### src/rtl/mod_goldilocks_reduce_pipe_if.sv
// Valid/ready stream bundle for the Goldilocks reduction pipeline.
// The master modport drives operands and out_ready; the slave modport is the reducer.
interface mod_goldilocks_reduce_pipe_if #(
  parameter int unsigned P_WIDTH   = 64,
  parameter int unsigned D_WIDTH   = 128,
  parameter int unsigned TAG_WIDTH = 8
);
  logic                 in_valid;
  logic                 in_ready;
  logic                 mode_in;
  logic [D_WIDTH-1:0]   A_in;
  logic [TAG_WIDTH-1:0] tag_in;
  logic                 out_valid;
  logic                 out_ready;
  logic [P_WIDTH-1:0]   R_out;
  logic [TAG_WIDTH-1:0] tag_out;
  logic                 busy;

  modport master (
    output in_valid, mode_in, A_in, tag_in, out_ready,
    input  in_ready, out_valid, R_out, tag_out, busy
  );

  modport slave (
    input  in_valid, mode_in, A_in, tag_in, out_ready,
    output in_ready, out_valid, R_out, tag_out, busy
  );
endinterface

### src/rtl/mod_goldilocks_reduce_pipe.sv
// Three-stage reduction of a 96/128-bit value modulo p = 2^64 - 2^32 + 1.
// Uses 2^96 == -1 and 2^64 == 2^32 - 1 (mod p); the output is always canonical.
module mod_goldilocks_reduce_pipe #(
  parameter int unsigned P_WIDTH   = 64,
  parameter int unsigned SEG_WIDTH = 32,
  parameter int unsigned D_WIDTH   = 128,
  parameter int unsigned TAG_WIDTH = 8
) (
  input logic                     clk,
  input logic                     rst,
  mod_goldilocks_reduce_pipe_if.slave bus
);

  localparam logic [P_WIDTH-1:0] P   = {{SEG_WIDTH{1'b1}}, {(SEG_WIDTH-1){1'b0}}, 1'b1};
  // 2^64 mod p, folded back in when the stage-2 sum carries out
  localparam logic [P_WIDTH-1:0] EPS = {{SEG_WIDTH{1'b0}}, {SEG_WIDTH{1'b1}}};

  logic                 en;
  logic                 v1_q, v2_q, v3_q;
  logic [P_WIDTH-1:0]   r1_q, r2_q, r3_q;
  logic [SEG_WIDTH-1:0] d_q;
  logic [TAG_WIDTH-1:0] tag1_q, tag2_q, tag3_q;

  logic [P_WIDTH-1:0]   x;
  logic [SEG_WIDTH-1:0] c;
  logic [P_WIDTH:0]     t;
  logic [P_WIDTH-1:0]   r1_d;
  logic [P_WIDTH-1:0]   m;
  logic [P_WIDTH:0]     s;
  logic [P_WIDTH-1:0]   r2_d;
  logic [P_WIDTH-1:0]   r3_d;

  // Whole pipe advances together; stalls only when the output slot is full and blocked.
  assign en = ~v3_q | bus.out_ready;

  // Stage 1: fold the 2^96 segment in as a subtraction, correcting a borrow by adding p.
  always_comb begin
    x    = bus.A_in[P_WIDTH-1:0];
    c    = bus.mode_in ? bus.A_in[D_WIDTH-1 -: SEG_WIDTH] : '0;
    t    = {1'b0, x} - {{(P_WIDTH+1-SEG_WIDTH){1'b0}}, c};
    r1_d = t[P_WIDTH] ? (t[P_WIDTH-1:0] + P) : t[P_WIDTH-1:0];
  end

  // Stage 2: add d*(2^32-1); a carry out is worth 2^64 == 2^32-1 and cannot overflow again.
  always_comb begin
    m    = {d_q, {SEG_WIDTH{1'b0}}} + ~{{SEG_WIDTH{1'b0}}, d_q} + P_WIDTH'(1);
    s    = {1'b0, r1_q} + {1'b0, m};
    r2_d = s[P_WIDTH] ? (s[P_WIDTH-1:0] + EPS) : s[P_WIDTH-1:0];
  end

  // Stage 3: r2 < 2p, so one conditional subtract makes it canonical.
  always_comb begin
    r3_d = (r2_q >= P) ? (r2_q - P) : r2_q;
  end

  // Pipeline registers; output data only updates for valid transactions.
  always_ff @(posedge clk) begin
    if (rst) begin
      v1_q   <= 1'b0;
      v2_q   <= 1'b0;
      v3_q   <= 1'b0;
      r1_q   <= '0;
      r2_q   <= '0;
      r3_q   <= '0;
      d_q    <= '0;
      tag1_q <= '0;
      tag2_q <= '0;
      tag3_q <= '0;
    end else if (en) begin
      v1_q   <= bus.in_valid;
      r1_q   <= r1_d;
      d_q    <= bus.A_in[P_WIDTH+SEG_WIDTH-1:P_WIDTH];
      tag1_q <= bus.tag_in;
      v2_q   <= v1_q;
      r2_q   <= r2_d;
      tag2_q <= tag1_q;
      v3_q   <= v2_q;
      if (v2_q) begin
        r3_q   <= r3_d;
        tag3_q <= tag2_q;
      end
    end
  end

  // in_ready is held high during reset; the reset branch above ignores any input.
  assign bus.in_ready  = en | rst;
  assign bus.out_valid = v3_q;
  assign bus.R_out     = r3_q;
  assign bus.tag_out   = tag3_q;
  assign bus.busy      = v1_q | v2_q | v3_q;

endmodule

### src/flat_wrapper.sv
// flat-port wrapper written by rule: the top's interface ports become plain ports
module mod_goldilocks_reduce_pipe_flat 
#(
  parameter int unsigned P_WIDTH   = 64,
  parameter int unsigned SEG_WIDTH = 32,
  parameter int unsigned D_WIDTH   = 128,
  parameter int unsigned TAG_WIDTH = 8
)
  (clk, rst, bus_in_valid, bus_mode_in, bus_A_in, bus_tag_in, bus_out_ready, bus_in_ready, bus_out_valid, bus_R_out, bus_tag_out, bus_busy);
  mod_goldilocks_reduce_pipe_if #(.P_WIDTH(P_WIDTH), .D_WIDTH(D_WIDTH), .TAG_WIDTH(TAG_WIDTH)) bus_i ();
  input logic clk;
  input logic rst;
  input wire logic [$bits(bus_i.in_valid)-1:0] bus_in_valid;
  input wire logic [$bits(bus_i.mode_in)-1:0] bus_mode_in;
  input wire logic [$bits(bus_i.A_in)-1:0] bus_A_in;
  input wire logic [$bits(bus_i.tag_in)-1:0] bus_tag_in;
  input wire logic [$bits(bus_i.out_ready)-1:0] bus_out_ready;
  output wire logic [$bits(bus_i.in_ready)-1:0] bus_in_ready;
  output wire logic [$bits(bus_i.out_valid)-1:0] bus_out_valid;
  output wire logic [$bits(bus_i.R_out)-1:0] bus_R_out;
  output wire logic [$bits(bus_i.tag_out)-1:0] bus_tag_out;
  output wire logic [$bits(bus_i.busy)-1:0] bus_busy;
  assign bus_i.in_valid = bus_in_valid;
  assign bus_i.mode_in = bus_mode_in;
  assign bus_i.A_in = bus_A_in;
  assign bus_i.tag_in = bus_tag_in;
  assign bus_i.out_ready = bus_out_ready;
  assign bus_in_ready = bus_i.in_ready;
  assign bus_out_valid = bus_i.out_valid;
  assign bus_R_out = bus_i.R_out;
  assign bus_tag_out = bus_i.tag_out;
  assign bus_busy = bus_i.busy;
  mod_goldilocks_reduce_pipe #(.P_WIDTH(P_WIDTH), .SEG_WIDTH(SEG_WIDTH), .D_WIDTH(D_WIDTH), .TAG_WIDTH(TAG_WIDTH)) u_core (.clk(clk), .rst(rst), .bus(bus_i));
endmodule
### config.mk
export PLATFORM = sky130hd
export DESIGN_NAME = mod_goldilocks_reduce_pipe_flat
export DESIGN_NICKNAME = d
export VERILOG_FILES = /design/src/rtl/mod_goldilocks_reduce_pipe_if.sv /design/src/rtl/mod_goldilocks_reduce_pipe.sv /design/src/flat_wrapper.sv
export SDC_FILE = /design/constraint.sdc
export NUM_CORES = 1
export LEC_CHECK = 0
export BUFFER_PORTS_ARGS = -buffer_cell sky130_fd_sc_hd__buf_2
export CAP_MARGIN = 20
export CORE_MARGIN = 2
export CORE_UTILIZATION = 60
export CTS_CLUSTER_DIAMETER = 100
export DETAILED_ROUTE_END_ITERATION = 16
export GPL_TIMING_DRIVEN = 0
export PLACE_DENSITY = 0.89
export SKIP_LAST_GASP = 1
export SYNTH_ARGS = -nofsm -noshare
export SYNTH_HDL_FRONTEND = slang
export SYNTH_SLANG_ARGS = --single-unit
### constraint.sdc
create_clock -name clk -period 8.9 [get_ports clk]
set_input_delay 1.78 -clock clk [delete_from_list [all_inputs] [get_ports clk]]
set_output_delay 1.78 -clock clk [all_outputs]
set_load 0.05 [all_outputs]
==> metrics.cfg <==
[status]
status = finished, final reports clean

[placement]
port-buffer-count = 214
hpwl_um = 57200
routabilityCongestion = 1.02
place_inst = 3251

[global_route]
grt_max_degree = 16
grtUsageTotal = 0.420
grt_pass1_vias = 20200
grt_pass1_wl_um = 111000
grt_overflow = 0
grt_antenna_before_repair = 0

[worst_setup_path]
crit_fanout = 10
end_kind = flip-flop
critPathArrivalTime_ps = 9030
path_class = flip-flop to flip-flop
crit_required_ps = 9360
startpoint_type = flip-flop

[drt]
viasPerCell = 6.45
first_pass_iters = 6
drtIter0Drc = 1902
drtAntennaViolNets = 0
vias = 21300
drc = 0
wire_per_inst_um = 21.9
routed_wl_um = 72200

[sta]
min_period_ps = 8560
finalCritPeriodShare = 0.962
finalHoldViolations = 0
rsz0062_at_grt = yes
setup_viol = 0
worst_pin_slew_ps = 1100
slew_headroom = 0.270
clock_skew_ps = 23.1
report.final.slew_viol_count = 0
max_freq_ghz = 0.117

[logic_synthesis]
yosysTopAreaCell = dfxtp_1
synthTopCellsByArea = dfxtp_1 (26%), nor2_1 (7.0%), nand2_1 (6.8%)
ys_types = 84
synthFlopType = dfxtp_1
ys_seq_area_frac = 0.260
synth-async-reset-ratio = 0
ys_warn_count = 0
netlist_area_um2 = 19300
synth.avg_cell_area_um2 = 7.32
yosys.area.top_type_share = 0.260
ys_ff_latch = 251
synth-edff-count = 0
synthCells = 2634
synth_fp_nets = 2880

[power]
p_int_mw = 2.49
vdd.ir_drop.worst_uv = 164
pwr-share-comb = 0.392
power_per_cell_area_nw_per_um2 = 192
clkPwrFrac = 0.280
seqPwrFrac = 0.328
switching_share = 0.406
power.leakage_nw = 8.66
power_switching_mw = 1.71

[final_layout]
postLayoutCoreUtil = 0.690
multiInputGateArea_um2 = 13600
fin_cells = 3302
drive_gt1_frac = 0.108
layout_commonest_cell = nor2_1
ff_latch_area_um2 = 5020
n_antenna_cell = 0
finalNetCount = 3125
area_delta_synth_final_pct = 13.2
layout.cells.most_common_list = nor2_1 (358), nand2_1 (350), dfxtp_1 (251)
fillers = 2646

[hold_path]
min_path_type = flip-flop to flip-flop

[run]
max_cap_violations = 0

[clocking]
path_clk_slew_ps = 70
cts_buffers = 27
ctsRootBufferMaster = clkbuf_16
insertion_delay_ps = 570
h-tree-depth = 1
holdBufCountCts = 0
tritoncts = built
cts_buffer_depth = 3
clock_sinks = 251

[floorplan]
die_area_um2 = 33600
die_h_um = 183
rows = 65
start_util = 0.610
die_w_um = 183
core-area_um2 = 31600
io_pins = 216

[synth_stat cells, types with 45 or more instances]
cell type / instances
xor2_1: 112
nand2_1: 350
ha_1: 103
or3_1: 45
o21ai_0: 108
nand3_1: 56
xnor2_1: 131
a211oi_1: 135
nor3_1: 83
nor2_1: 358
a21oi_1: 192
nand4_1: 57
clkbuf_1: 128
dfxtp_1: 251
[worst max-delay path: stages (launching register included)]
cell       delay (ps)
dfxtp_1           300
clkbuf_1          250
nor4_2            450
nand2_1           190
or2_2             370
nand2b_1          220
or4_1             590
or3_1             360
clkbuf_1          160
nor3_1            520
clkbuf_2          390
nor2_1             90
xor2_1            160
ha_1              300
clkbuf_1          320
nand2_1           170
nor3_2            340
o2111ai_1         170
o21ai_1           220
a2111oi_0         110
buf_1             190
nor2_2            210
a41oi_2           440
nor4_4            510
nand3b_1          240
or3_1             420
or4_1             500
a311oi_1          260
[metrics by stage]
stage | setup TNS, ps | area (µm²) | power [mW] | worst slack [ps] | hold slack [ps]
2_1_floorplan | 0 | 19300 | 2.52 | 2020 | 432
3_3_place_gp | -126 | 20900 | 2.93 | -126 | 439
3_5_place_dp | -200 | 20900 | 2.97 | -200 | 446
4_1_cts | 0 | 21800 | 4.14 | 89.7 | 456
5_1_grt | -44.5 | 21800 | 4.39 | -44.5 | 475
6_report | 0 | 21800 | 4.20 | 336 | 455
[kinds of logic (layout without fill, tap and decap cells)]
| family | count (synthesis) | count (layout) | share of synthesized area |
|---|---|---|---|
| simple gates | 1160 | 1160 | 0.286 |
| compound gates | 682 | 682 | 0.232 |
| flops | 251 | 251 | 0.260 |
| xor+xnor | 243 | 243 | 0.110 |
| buf+inv | 181 | 447 | 0.0364 |
| fa+ha+maj | 105 | 105 | 0.0689 |
| mux | 12 | 12 | 0.00636 |
[timing repair]
action,4_1_cts,5_1_grt
pin swaps,0,1
endpoints found under the setup margin,1,16
setup buffers,0,1
resized for setup,2,5
[per-layer routing]
metal  track usage  wire length [µm]  vias up
met5             0                 0        -
met4         0.238              4570        0
met3        0.0629              6190      231
met2         0.686             31900     1225
met1         0.530             29500     9839
li1              -                 -    10000
[state kept, by name (all words and copies together), names as in the netlist]
name,flops
u_core.bus.tag_out,8
u_core.tag1_q,8
u_core.d_q,32
u_core.v2_q,1
u_core.bus.R_out,64
u_core.tag2_q,8
u_core.bus.out_valid,1
u_core.r2_q,64
u_core.v1_q,1
u_core.r1_q,64
[power groups by stage]
| stage | Clock, mW | Sequential [mW] | Combinational, mW |
|---|---|---|---|
| 4_1_cts | 1.17 | 1.37 | 1.60 |
| 3_5_place_dp | 0 | 1.39 | 1.58 |
| 6_report | 1.17 | 1.38 | 1.65 |
| 2_1_floorplan | 0 | 1.39 | 1.12 |
| 5_1_grt | 1.22 | 1.39 | 1.79 |
| 3_3_place_gp | 0 | 1.38 | 1.54 |
[final cells by class]
type	count	share of cell area
clock buffer	31	0.0325
timing repair buffer	216	0.0495
sequential	251	0.230
buffer	145	0.0261
tap	402	0.0230
multi-input combinational	2202	0.623
inverter	36	0.00619
clock inverter	19	0.00979
[worst paths after layout]
path | end | cells past startpoint | start | slack (ps)
worst max register to register | u_core.r2_q[63] | 27 | u_core.d_q[2] | 340
worst min-delay path | u_core.bus.tag_out[1] | 2 | u_core.tag2_q[1] | 460
worst max-delay path | u_core.r2_q[63] | 27 | u_core.d_q[2] | 340
worst min register to register | u_core.bus.tag_out[1] | 2 | u_core.tag2_q[1] | 460
Power figures use the tool's default switching activity.
